[config.mk]
export PLATFORM = sky130hd
export DESIGN_NAME = oflow_score_calc_min_n
export DESIGN_NICKNAME = d
export VERILOG_FILES = /design/src/rtl/oflow_score_pkg.sv /design/src/rtl/oflow_topk_insert.sv /design/src/rtl/oflow_score_calc_min_n.sv
export SDC_FILE = /design/constraint.sdc
export NUM_CORES = 1
export LEC_CHECK = 0
export BUFFER_PORTS_ARGS = -buffer_cell sky130_fd_sc_hd__buf_2
export CORE_ASPECT_RATIO = 1.75
export CORE_MARGIN = 1.5
export CORE_UTILIZATION = 50
export DETAILED_ROUTE_END_ITERATION = 12
export GPL_TIMING_DRIVEN = 1
export PLACE_DENSITY = 0.84
export SETUP_SLACK_MARGIN = 0.02
export SYNTH_ARGS = -nofsm -noshare
export SYNTH_HDL_FRONTEND = slang
export SYNTH_SLANG_ARGS = --single-unit
[constraint.sdc]
create_clock -name clk -period 4.2 [get_ports clk]
set_input_delay 0.42 -clock clk [delete_from_list [all_inputs] [get_ports clk]]
set_output_delay 0.42 -clock clk [all_outputs]
set_load 0.01 [all_outputs]
[src/rtl/oflow_score_pkg.sv]
// Shared types for the optical-flow score/minimum path.
// Default widths, slot record, FSM state encoding.
package oflow_score_pkg;

  localparam int SCORE_LEN = 16;
  localparam int ID_LEN    = 12;

  localparam logic [SCORE_LEN-1:0] SCORE_MAX = '1;

  typedef struct packed {
    logic [SCORE_LEN-1:0] score;
    logic [ID_LEN-1:0]    id;
  } score_slot_t;

  typedef enum logic [1:0] {
    ST_IDLE,
    ST_WAIT_LINE,
    ST_MERGE,
    ST_DONE
  } score_state_e;

endpackage

[src/rtl/oflow_topk_insert.sv]
// Combinational insertion of one candidate into a sorted
// TOP_K slot array; empty slots (id 0) always accept.
module oflow_topk_insert #(
  parameter int TOP_K     = 2,
  parameter int SCORE_LEN = 16,
  parameter int ID_LEN    = 12
) (
  input  logic [TOP_K*SCORE_LEN-1:0] slot_score_i,
  input  logic [TOP_K*ID_LEN-1:0]    slot_id_i,
  input  logic                       cand_en_i,
  input  logic [SCORE_LEN-1:0]       cand_score_i,
  input  logic [ID_LEN-1:0]          cand_id_i,
  output logic [TOP_K*SCORE_LEN-1:0] slot_score_o,
  output logic [TOP_K*ID_LEN-1:0]    slot_id_o,
  output logic                       count_inc_o
);

  logic                 placed;
  logic [SCORE_LEN-1:0] prev_s, cur_s;
  logic [ID_LEN-1:0]    prev_i, cur_i;

  // Strict '>' keeps earlier arrivals ahead of equal scores.
  always_comb begin
    slot_score_o = slot_score_i;
    slot_id_o    = slot_id_i;
    placed       = 1'b0;
    prev_s       = '0;
    prev_i       = '0;
    cur_s        = '0;
    cur_i        = '0;
    for (int j = 0; j < TOP_K; j++) begin
      cur_s = slot_score_i[j*SCORE_LEN +: SCORE_LEN];
      cur_i = slot_id_i[j*ID_LEN +: ID_LEN];
      if (placed) begin
        slot_score_o[j*SCORE_LEN +: SCORE_LEN] = prev_s;
        slot_id_o[j*ID_LEN +: ID_LEN]          = prev_i;
      end else if (cand_en_i &&
                   (cur_i == '0 || cur_s > cand_score_i)) begin
        slot_score_o[j*SCORE_LEN +: SCORE_LEN] = cand_score_i;
        slot_id_o[j*ID_LEN +: ID_LEN]          = cand_id_i;
        placed = 1'b1;
      end
      prev_s = cur_s;
      prev_i = cur_i;
    end
    count_inc_o = cand_en_i &&
      (slot_id_i[(TOP_K-1)*ID_LEN +: ID_LEN] == '0);
  end

endmodule

[src/rtl/oflow_score_calc_min_n.sv]
// Top-K minimum score merge over NUM_LANES-wide buffer lines.
// One lane merged per cycle; requests the next line itself.
module oflow_score_calc_min_n #(
  parameter int NUM_LANES = 2,
  parameter int TOP_K     = 2,
  parameter int SCORE_LEN = oflow_score_pkg::SCORE_LEN,
  parameter int ID_LEN    = oflow_score_pkg::ID_LEN,
  parameter int CW        = $clog2(TOP_K+1)
) (
  input  logic                           clk,
  input  logic                           reset_N,
  input  logic                           start_score_calc,
  input  logic [SCORE_LEN-1:0]           score_thresh,
  input  logic                           line_valid,
  input  logic                           line_last,
  input  logic [NUM_LANES-1:0]           lane_valid,
  input  logic [NUM_LANES*SCORE_LEN-1:0] lane_score,
  input  logic [NUM_LANES*ID_LEN-1:0]    lane_id,
  output logic                           read_new_line,
  output logic [TOP_K*SCORE_LEN-1:0]     min_score,
  output logic [TOP_K*ID_LEN-1:0]        min_id,
  output logic [CW-1:0]                  min_count,
  output logic                           done_score_calc,
  output logic                           busy,
  output logic                           line_overrun
);
  import oflow_score_pkg::*;

  localparam int IW = (NUM_LANES > 1) ? $clog2(NUM_LANES) : 1;

  score_state_e state_q, state_d;
  logic [SCORE_LEN-1:0]           thresh_q, thresh_d;
  logic [NUM_LANES-1:0]           lv_q, lv_d;
  logic [NUM_LANES*SCORE_LEN-1:0] ls_q, ls_d;
  logic [NUM_LANES*ID_LEN-1:0]    li_q, li_d;
  logic                           last_q, last_d;
  logic [IW-1:0]                  idx_q, idx_d;
  logic [TOP_K*SCORE_LEN-1:0]     ms_q, ms_d;
  logic [TOP_K*ID_LEN-1:0]        mi_q, mi_d;
  logic [CW-1:0]                  cnt_q, cnt_d;
  logic rnl_q, rnl_d, done_q, done_d, ovr_q, ovr_d;

  logic [SCORE_LEN-1:0]       c_score;
  logic [ID_LEN-1:0]          c_id;
  logic                       c_valid, c_en, c_inc;
  logic [TOP_K*SCORE_LEN-1:0] ins_s;
  logic [TOP_K*ID_LEN-1:0]    ins_i;

  // Select the lane under merge and qualify it.
  always_comb begin
    c_score = '0;
    c_id    = '0;
    c_valid = 1'b0;
    for (int i = 0; i < NUM_LANES; i++) begin
      if (idx_q == IW'(i)) begin
        c_score = ls_q[i*SCORE_LEN +: SCORE_LEN];
        c_id    = li_q[i*ID_LEN +: ID_LEN];
        c_valid = lv_q[i];
      end
    end
    c_en = (state_q == ST_MERGE) && c_valid &&
           (c_id != '0) && (c_score <= thresh_q);
  end

  oflow_topk_insert #(
    .TOP_K    (TOP_K),
    .SCORE_LEN(SCORE_LEN),
    .ID_LEN   (ID_LEN)
  ) u_ins (
    .slot_score_i(ms_q),
    .slot_id_i   (mi_q),
    .cand_en_i   (c_en),
    .cand_score_i(c_score),
    .cand_id_i   (c_id),
    .slot_score_o(ins_s),
    .slot_id_o   (ins_i),
    .count_inc_o (c_inc)
  );

  // Next-state and registered-output logic.
  always_comb begin
    state_d  = state_q;
    thresh_d = thresh_q;
    lv_d     = lv_q;
    ls_d     = ls_q;
    li_d     = li_q;
    last_d   = last_q;
    idx_d    = idx_q;
    ms_d     = ms_q;
    mi_d     = mi_q;
    cnt_d    = cnt_q;
    rnl_d    = 1'b0;
    done_d   = 1'b0;
    ovr_d    = ovr_q;
    unique case (state_q)
      ST_IDLE, ST_DONE: begin
        if (state_q == ST_DONE) state_d = ST_IDLE;
        if (start_score_calc) begin
          ms_d     = '1;
          mi_d     = '0;
          cnt_d    = '0;
          ovr_d    = 1'b0;
          thresh_d = score_thresh;
          state_d  = ST_WAIT_LINE;
        end
      end
      ST_WAIT_LINE: begin
        if (line_valid) begin
          lv_d    = lane_valid;
          ls_d    = lane_score;
          li_d    = lane_id;
          last_d  = line_last;
          idx_d   = '0;
          state_d = ST_MERGE;
        end
      end
      ST_MERGE: begin
        ms_d  = ins_s;
        mi_d  = ins_i;
        cnt_d = cnt_q + CW'(c_inc);
        if (idx_q == IW'(NUM_LANES-1)) begin
          if (last_q) begin
            state_d = ST_DONE;
            done_d  = 1'b1;
          end else begin
            state_d = ST_WAIT_LINE;
            rnl_d   = 1'b1;
          end
        end else begin
          idx_d = idx_q + IW'(1);
        end
      end
      default: state_d = ST_IDLE;
    endcase
    if (line_valid && state_q != ST_WAIT_LINE) ovr_d = 1'b1;
  end

  // State and datapath registers.
  always_ff @(posedge clk or posedge reset_N) begin
    if (reset_N) begin
      state_q  <= ST_IDLE;
      thresh_q <= '0;
      lv_q     <= '0;
      ls_q     <= '0;
      li_q     <= '0;
      last_q   <= 1'b0;
      idx_q    <= '0;
      ms_q     <= '1;
      mi_q     <= '0;
      cnt_q    <= '0;
      rnl_q    <= 1'b0;
      done_q   <= 1'b0;
      ovr_q    <= 1'b0;
    end else begin
      state_q  <= state_d;
      thresh_q <= thresh_d;
      lv_q     <= lv_d;
      ls_q     <= ls_d;
      li_q     <= li_d;
      last_q   <= last_d;
      idx_q    <= idx_d;
      ms_q     <= ms_d;
      mi_q     <= mi_d;
      cnt_q    <= cnt_d;
      rnl_q    <= rnl_d;
      done_q   <= done_d;
      ovr_q    <= ovr_d;
    end
  end

  assign read_new_line   = rnl_q;
  assign min_score       = ms_q;
  assign min_id          = mi_q;
  assign min_count       = cnt_q;
  assign done_score_calc = done_q;
  assign line_overrun    = ovr_q;
  assign busy = (state_q == ST_WAIT_LINE) ||
                (state_q == ST_MERGE);

endmodule

# Yosys cells after proc, flatten, opt, wreduce, memory -nomap -nowiden
# Index checks and enable logic that the tools add are counted.
# word_totals
inputBits	79
mem_bits_ro	0
mem_count	0
output_inout_bits	62
register_bits	139
ramBits	0
latch_bits	0
# classes
bitwise	0
n_div	0
magnitude_cmp	3
n_shift	0
n_reduce_logical	27
multipliers	0
eq_ne	10
mux	34
add_sub_neg	2
# op_table
operator	n
16-bit two-way mux	4
32-bit case mux with 2 select lines	1
12-bit two-way mux	4
24-bit case mux with 2 select lines	1
16-bit greater-than comparator	2
32-bit two-way mux	1
12-bit logical NOT	2
24-bit two-way mux	1
16-bit less-or-equal comparator	1
1-bit two-way mux	13
2-bit two-way mux	6
12-bit nonzero test	1
2-bit AND reduction	5
3-bit AND reduction	3
2-bit nonzero test	4
1-bit logical AND	7
2-bit inequality test (second input constant)	3
2-bit case mux with 3 select lines	1
2-bit equality test (second input constant)	2
2-bit by 1-bit inequality test with 1-bit output (second input constant)	2
2-bit case mux with 2 select lines	1
1-bit logical OR	3
3-bit by 1-bit inequality test with 1-bit output (second input constant)	1
3-bit inequality test (second input constant)	1
other kinds (6)	6

# Longest topological paths before layout
# Gate-level depths: netlist of run 1.
# depth
depth_word	8
ltp_mapped	15
depth_no_buf	13

# Modules after synthesis
# Synthesis of run 1 repeated with hierarchy kept, for this count alone.
# unflattened
cells_unflattened	773
hier_area_um2	8346.8
# modules_own_cells
module	seq_area_each_um2	n_inst	cells_each	area_each_um2
oflow_score_calc_min_n	3518.4	1	494	6162.2
oflow_topk_insert	0.0	1	279	2184.6

# Worst setup path before layout of run 1
# No wires, ideal clock.
# synth_path
path_type	flip-flop to flip-flop
startpoint	reg idx_q
endpoint	reg mi_q[12] (netlist: min_id[12])
required_time_ns	4.075
setup_ns	0.125
path_buffers	3
synth_period_minus_slack_ns	4.069
path_slack_ns	0.131
path_stages_with_launch	13
arrival_ns	3.944
path_cell_list	dfrtp_1 clkbuf_1 clkbuf_1 mux2i_1 ha_1 nand4_1 or4_1 or3b_1 o31a_1 or3_4 a41oi_4 buf_12 mux2_4
# synth_between
elab_chain_len	8
elab_cells_between_ends	20
cone_classes	3 x order compare; 1 x eq/ne; 7 x mux; 9 x reduce/logical
# synth_lines
item	line_no	rtl
start, declared	oflow_score_calc_min_n.sv:37	logic [IW-1:0] idx_q, idx_d;
start signal, assigned	oflow_score_calc_min_n.sv:161	idx_q <= idx_d;
parallel branches: the longest is 8 deep, another holds 16-bit less-or-equal comparator	n/a	
end signal, assigned	oflow_score_calc_min_n.sv:163	mi_q <= mi_d;
end, declared	oflow_score_calc_min_n.sv:39	logic [TOP_K*ID_LEN-1:0] mi_q, mi_d;
# Several ways; the timed one is not identified. The select of a mux whose other input is x is not followed.
# A chain may end at the register's enable or synchronous reset.

# Worst setup path in the final report of run 1
# layout_path
startpoint	reg idx_q
endpoint	reg mi_q[19] (netlist: min_id[19])
# The elaborated chain is that of the path after synthesis.

==> flow_summary.ini, run 1 <==
[placement]
port_buffers = 140
placed_cells = 957
gp_congestion = 0.898
dp_hpwl_um = 14300
dpl_cell_area_sq_mm = 0.00843

[worst_setup_path]
worstPathArrival_ps = 4260
worstSetupStartpointType = register
slowest_delay_ps = 710
critPathRequiredTime_ps = 4490
end_kind = register
critPathBufInv = 1
crit_family = simple AND/OR/NAND/NOR gates
cp_max_fo = 28
slowest_stage = dfrtp_2
rr_worst_depth = 10
cp.depth = 10
path_cells = mux2i_1, ha_1, nand4_1, or4_1, or3b_1, o31a_1, or3_4, a41oi_4, buf_12, mux2_2
setup.worst_path.class = register to register

[power]
p_comb_frac = 0.454
p_clk_frac = 0.212
leakagePower_uw = 0.00446
p_seq_frac = 0.334
powerDensity_mw_per_mm2 = 781
p_sw_uw = 2770
ir_drop_mv = 0.449
sw_frac_of_total = 0.393
p_int_uw = 4280

[synth]
synth_compound_area_frac = 0.0601
synth-simple-area-share = 0.0840
synthMostInstantiatedCell = dfrtp_1
yosysTopAreaCellShare = 0.360
syn_area_sq_mm = 0.00744
synth_top_family_by_area = multiplexers
muxShareOfSynthArea = 0.251
syn-instance-count = 641
synthFlopType = dfrtp_1
syn_avg_cell_area_sq_um = 11.6
yosysWarningCount = 0
ys_seq_area_frac = 0.473
synth_edf_count = 0
ys_types = 46
synth_fp_nets = 772
synthTopCellsByCount = dfrtp_1 (107), mux2_2 (96), mux2i_1 (71), inv_1 (53), ha_1 (52)
synth_top_area_cell = dfrtp_1
ys_ff_latch = 139
synth_area_leaders = dfrtp_1 (36%), mux2_2 (15%), dfstp_2 (11%)
synthArstFlopShare = 1.00
synthAdderAreaFrac = 0.0875
synth_xor_area_frac = 0

[cells_and_area]
diodes = 0
area_growth_pct = 21.3
stdcell_count = 989
drive_gt1_frac = 0.414
final_util = 0.625
final_nets = 927
finalInstanceArea_sq_mm = 0.00902

[clock_network]
clock_sinks = 139
cts_tree = built
clk_path_buf_depth = 2
htree_levels = 4
clkTransAtPathRegs_ps = 60
cts_resized = 0
cts_setup_buffers = 0
clk_latency_ps = 420
cts_buffers = 17
cts_root_buf = clkbuf_16
cts_hold_buf = 0

[grt]
grt_pass1_wl_um = 30000
antenna_found_initial = 0
grt_max_degree = 71
gr-total-overflow = 0
track_usage = 0.258
grt_pass1_vias = 6011

[drt]
dr.pass1.iters = 7
via_per_inst = 5.71
drt_iter0_drc = 238
vias = 5647
drtAntennaViolNets = 0
drc = 0
wl_per_cell_um = 19.4
drt-total-wl_um = 19100

[min_path]
hp-class = primary input to asynchronous set/reset pin

[timing]
setup_viol = 0
finClkSkew_ps = 8.11
rsz0062_at_grt = no
period_share = 0.944
final.min_clock_period_ps = 3970
fin_setup_tns_ps = 0
finalHoldViolCount = 0
tightest_slew_ps = 874
slew_headroom = 0.418
finalMaxSlewViolations = 0
holdWs_ps = 193
fmax_mhz = 252

[die]
core-area_sq_mm = 0.0144
die_h_um = 164
rows = 58
die_x_um = 95.2
ioPinCount = 141
dieArea_sq_mm = 0.0156
start_util = 0.515

[status]
status = completed

[job]
max-cap-violations = 0
worst paths after layout:
path / start / endpoint / slack (ps)
worst max-delay path: idx_q / min_id[19] / 230
worst min-delay path: reset_N / last_q / 190
worst max register to register: idx_q / min_id[19] / 230
worst min register to register: line_overrun / line_overrun / 470
max in group asynchronous: reset_N / idx_q / 2990
min in group clk: lane_score[21] / ls_q[21] / 230
registers in the layout (all words and copies together) (netlist names):
name,flops
done_score_calc,1
idx_q,1
last_q,1
li_q,24
line_overrun,1
ls_q,32
lv_q,2
min_count,2
min_id,24
min_score,32
read_new_line,1
state_q,2
thresh_q,16
worst reg2reg max path, delay by kind of cell (launching register included):
family,cells,cell delay (ps)
simple gates,4,1450
mux,2,860
flops,1,710
compound gates,2,370
buf+inv,1,260
fa+ha+maj,1,220
power by group through the flow:
| stage | sequential, uW | combinational [uW] | clock (uW) |
|---|---|---|---|
| after floorplan | 2250 | 2170 | 0 |
| after global placement | 2340 | 3000 | 0 |
| after detailed placement | 2360 | 3140 | 0 |
| after CTS | 2350 | 3190 | 1510 |
| after global routing | 2410 | 3500 | 1560 |
| final | 2350 | 3200 | 1500 |
layout by cell type (no fill, tap or decap), types with 3 or more instances in the layout:
cell type and n:
nand4_1 12, mux2_2 96, buf_4 21, dfstp_2 32, nor2b_1 3, nor3_1 18, inv_1 52, or4_1 3
o21ai_0 9, nand2_1 42, nor2_1 23, dfrtp_1 106, nor4_1 10, mux2i_1 71, clkinv_4 4, clkinvlp_4 3
a21oi_1 38, ha_1 52, o211ai_1 5, mux2_4 5, clkbuf_16 17, and3_1 5, nand3_1 4, buf_2 140
per-layer routing:
layer / up-vias / track usage / wire length (um)
met5: - / 0 / 0
met4: 0 / 0.126 / 885
met3: 61 / 0.0463 / 1000
met2: 208 / 0.477 / 10700
met1: 2777 / 0.271 / 6610
li1: 2601 / - / -
through the flow:
stage	setup slack, ps	total power (uW)
3_5_place_dp	269	5510
4_1_cts	250	7050
3_3_place_gp	374	5340
5_1_grt	29.3	7470
6_report	234	7050
2_1_floorplan	108	4420
layout make-up:
class | instances | area (sq um)
fillers | 1139 | 5420
inverters | 54 | 205
well taps | 180 | 225
repair buffers | 162 | 878
clock inverters | 15 | 168
clock buffers | 17 | 425
multi-input cells | 422 | 3600
flip-flops and latches | 139 | 3520
cell families after synthesis:
logic type | after synthesis
muxes | 172
buffers and inverters | 80
AOI/OAI and AO/OA | 70
DFF | 139
adders and majority gates | 52
and+or+nand+nor | 128
(Power assumes the default switching activity.)
==> run 2, diff against run 1 <==
==> constraint.sdc (replaced) <==
create_clock -name clk -period 4.2 [get_ports clk]
set_input_delay 0.84 -clock clk [delete_from_list [all_inputs] [get_ports clk]]
set_output_delay 0.84 -clock clk [all_outputs]
set_load 0.01 [all_outputs]
==> flow_summary.ini, run 2 (same netlist as run 1, synthesis figures left out) <==
[timing]
setup_viol = 0
fin_setup_tns_ps = 0
finalHoldViolCount = 0
final.min_clock_period_ps = 3850
rsz0062_at_grt = no
finClkSkew_ps = 14.3
slew_headroom = 0.480
fmax_mhz = 260
finalMaxSlewViolations = 0
period_share = 0.916
tightest_slew_ps = 777

[cells_and_area]
finalInstanceArea_sq_mm = 0.00914
final_cell_mix = buf_2 (140), dfrtp_1 (106), mux2_2 (96)
diodes = 0
stdcell_count = 993
drive_gt1_frac = 0.415
final_nets = 931
area_growth_pct = 22.9
final_common_cell = buf_2

[die]
die_h_um = 164
dieArea_sq_mm = 0.0156
ioPinCount = 141
die_x_um = 95.2
rows = 58
start_util = 0.515
core-area_sq_mm = 0.0144

[placement]
port_buffers = 140
gp_congestion = 0.888
placed_cells = 961
dp_hpwl_um = 13800
dpl_cell_area_sq_mm = 0.00848

[worst_setup_path]
end_kind = register
regToRegSetupSlack_ps = 350
worstPathArrival_ps = 4140
rr_worst_depth = 11
worstSetupStartpointType = register
cp_max_fo = 28
critPathRequiredTime_ps = 4500
r2r-start = idx_q
cp-startpoint = idx_q
setup.worst_path.class = register to register

[clock_network]
clk_latency_ps = 420
cts_root_buf = clkbuf_16
clkTransAtPathRegs_ps = 60
cts_tree = built
cts_buffers = 17
htree_levels = 4
cts_hold_buf = 0
cts_setup_buffers = 0
clk_path_buf_depth = 2
clock_sinks = 139
cts_resized = 0

[drt]
drc = 0
via_per_inst = 5.71
drt_iter0_drc = 263
wl_met1_um = 6590
wl_met3_um = 959
routed.top_layer = met4
dr.pass1.iters = 5
wl_met2_um = 10700
vias = 5673
drtAntennaViolNets = 0
drt-total-wl_um = 19100
wl_per_cell_um = 19.2

[grt]
grt_pass1_vias = 5972
grt_max_degree = 140
grt_pass1_wl_um = 30000
gr-total-overflow = 0
antenna_found_initial = 0
track_usage = 0.258

[status]
status = completed

[power]
p_int_uw = 4530
ir_drop_mv = 0.395
p_seq_frac = 0.322
powerDensity_mw_per_mm2 = 796
p_sw_uw = 2750
leakagePower_uw = 0.00452
p_clk_frac = 0.230
sw_frac_of_total = 0.378
p_comb_frac = 0.448

[job]
max-cap-violations = 0

[min_path]
hp-class = register to register
worstHoldPathCells = 2
hold_start = min_score[22]
-- run 2: changes by cell type in the layout (fill, tap and decap cells not counted), moves of 2 or more --
cell / change
bufinv_16: +3
clkinv_4: -3
buf_12: +2
buf_4: +2
clkbuf_1: +2
-- run 2: final timing paths --
path | end
setup / recovery | min_id[17]
hold / removal | min_score[22]
setup reg to reg | min_id[17]
hold reg to reg | min_score[22]
max in group asynchronous | idx_q
min in group asynchronous | thresh_q[7]
-- run 2: final cells by class --
cell class	count	area (sq um)
well taps	180	225
clock buffers	20	447
inverters	54	206
clock inverters	12	209
repair buffers	166	933
flip-flops and latches	139	3520
multi-input cells	422	3600
fillers	1097	5300
-- run 2: metal layers --
metal  vias up  GRT usage
met5         -          0
met4         0      0.120
met3        54     0.0606
met2       197      0.477
met1      2811      0.266
li1       2611          -
-- run 2: worst max-delay path, cell delays in order, from the launching register on --
cell and delay, ps:
dfrtp_2 680, mux2i_1 140, buf_4 170, ha_1 310, nand4_1 140, or4_1 570
or3b_1 360, o31a_1 160, or3_4 360, a41oi_4 200, buf_12 260, mux2_2 360
-- run 2: power by group through the flow --
| stage | Sequential [uW] | Clock, uW | Combinational, uW |
|---|---|---|---|
| 2_1_floorplan | 2250 | 0 | 2170 |
| 3_3_place_gp | 2340 | 0 | 3090 |
| 3_5_place_dp | 2360 | 0 | 3210 |
| 4_1_cts | 2340 | 1690 | 3260 |
| 5_1_grt | 2410 | 1740 | 3590 |
| 6_report | 2340 | 1670 | 3260 |
-- run 2: per-stage QoR --
stage                      util  power (uW)  hold slack (ps)  worst slack [ps]
after detailed placement  0.588        5570              474               356
after CTS                 0.633        7300              484               345
after global routing      0.633        7730              490               207
final                     0.633        7280              477               353
after global placement    0.588        5440              466               442
after floorplan               -        4420              431               131
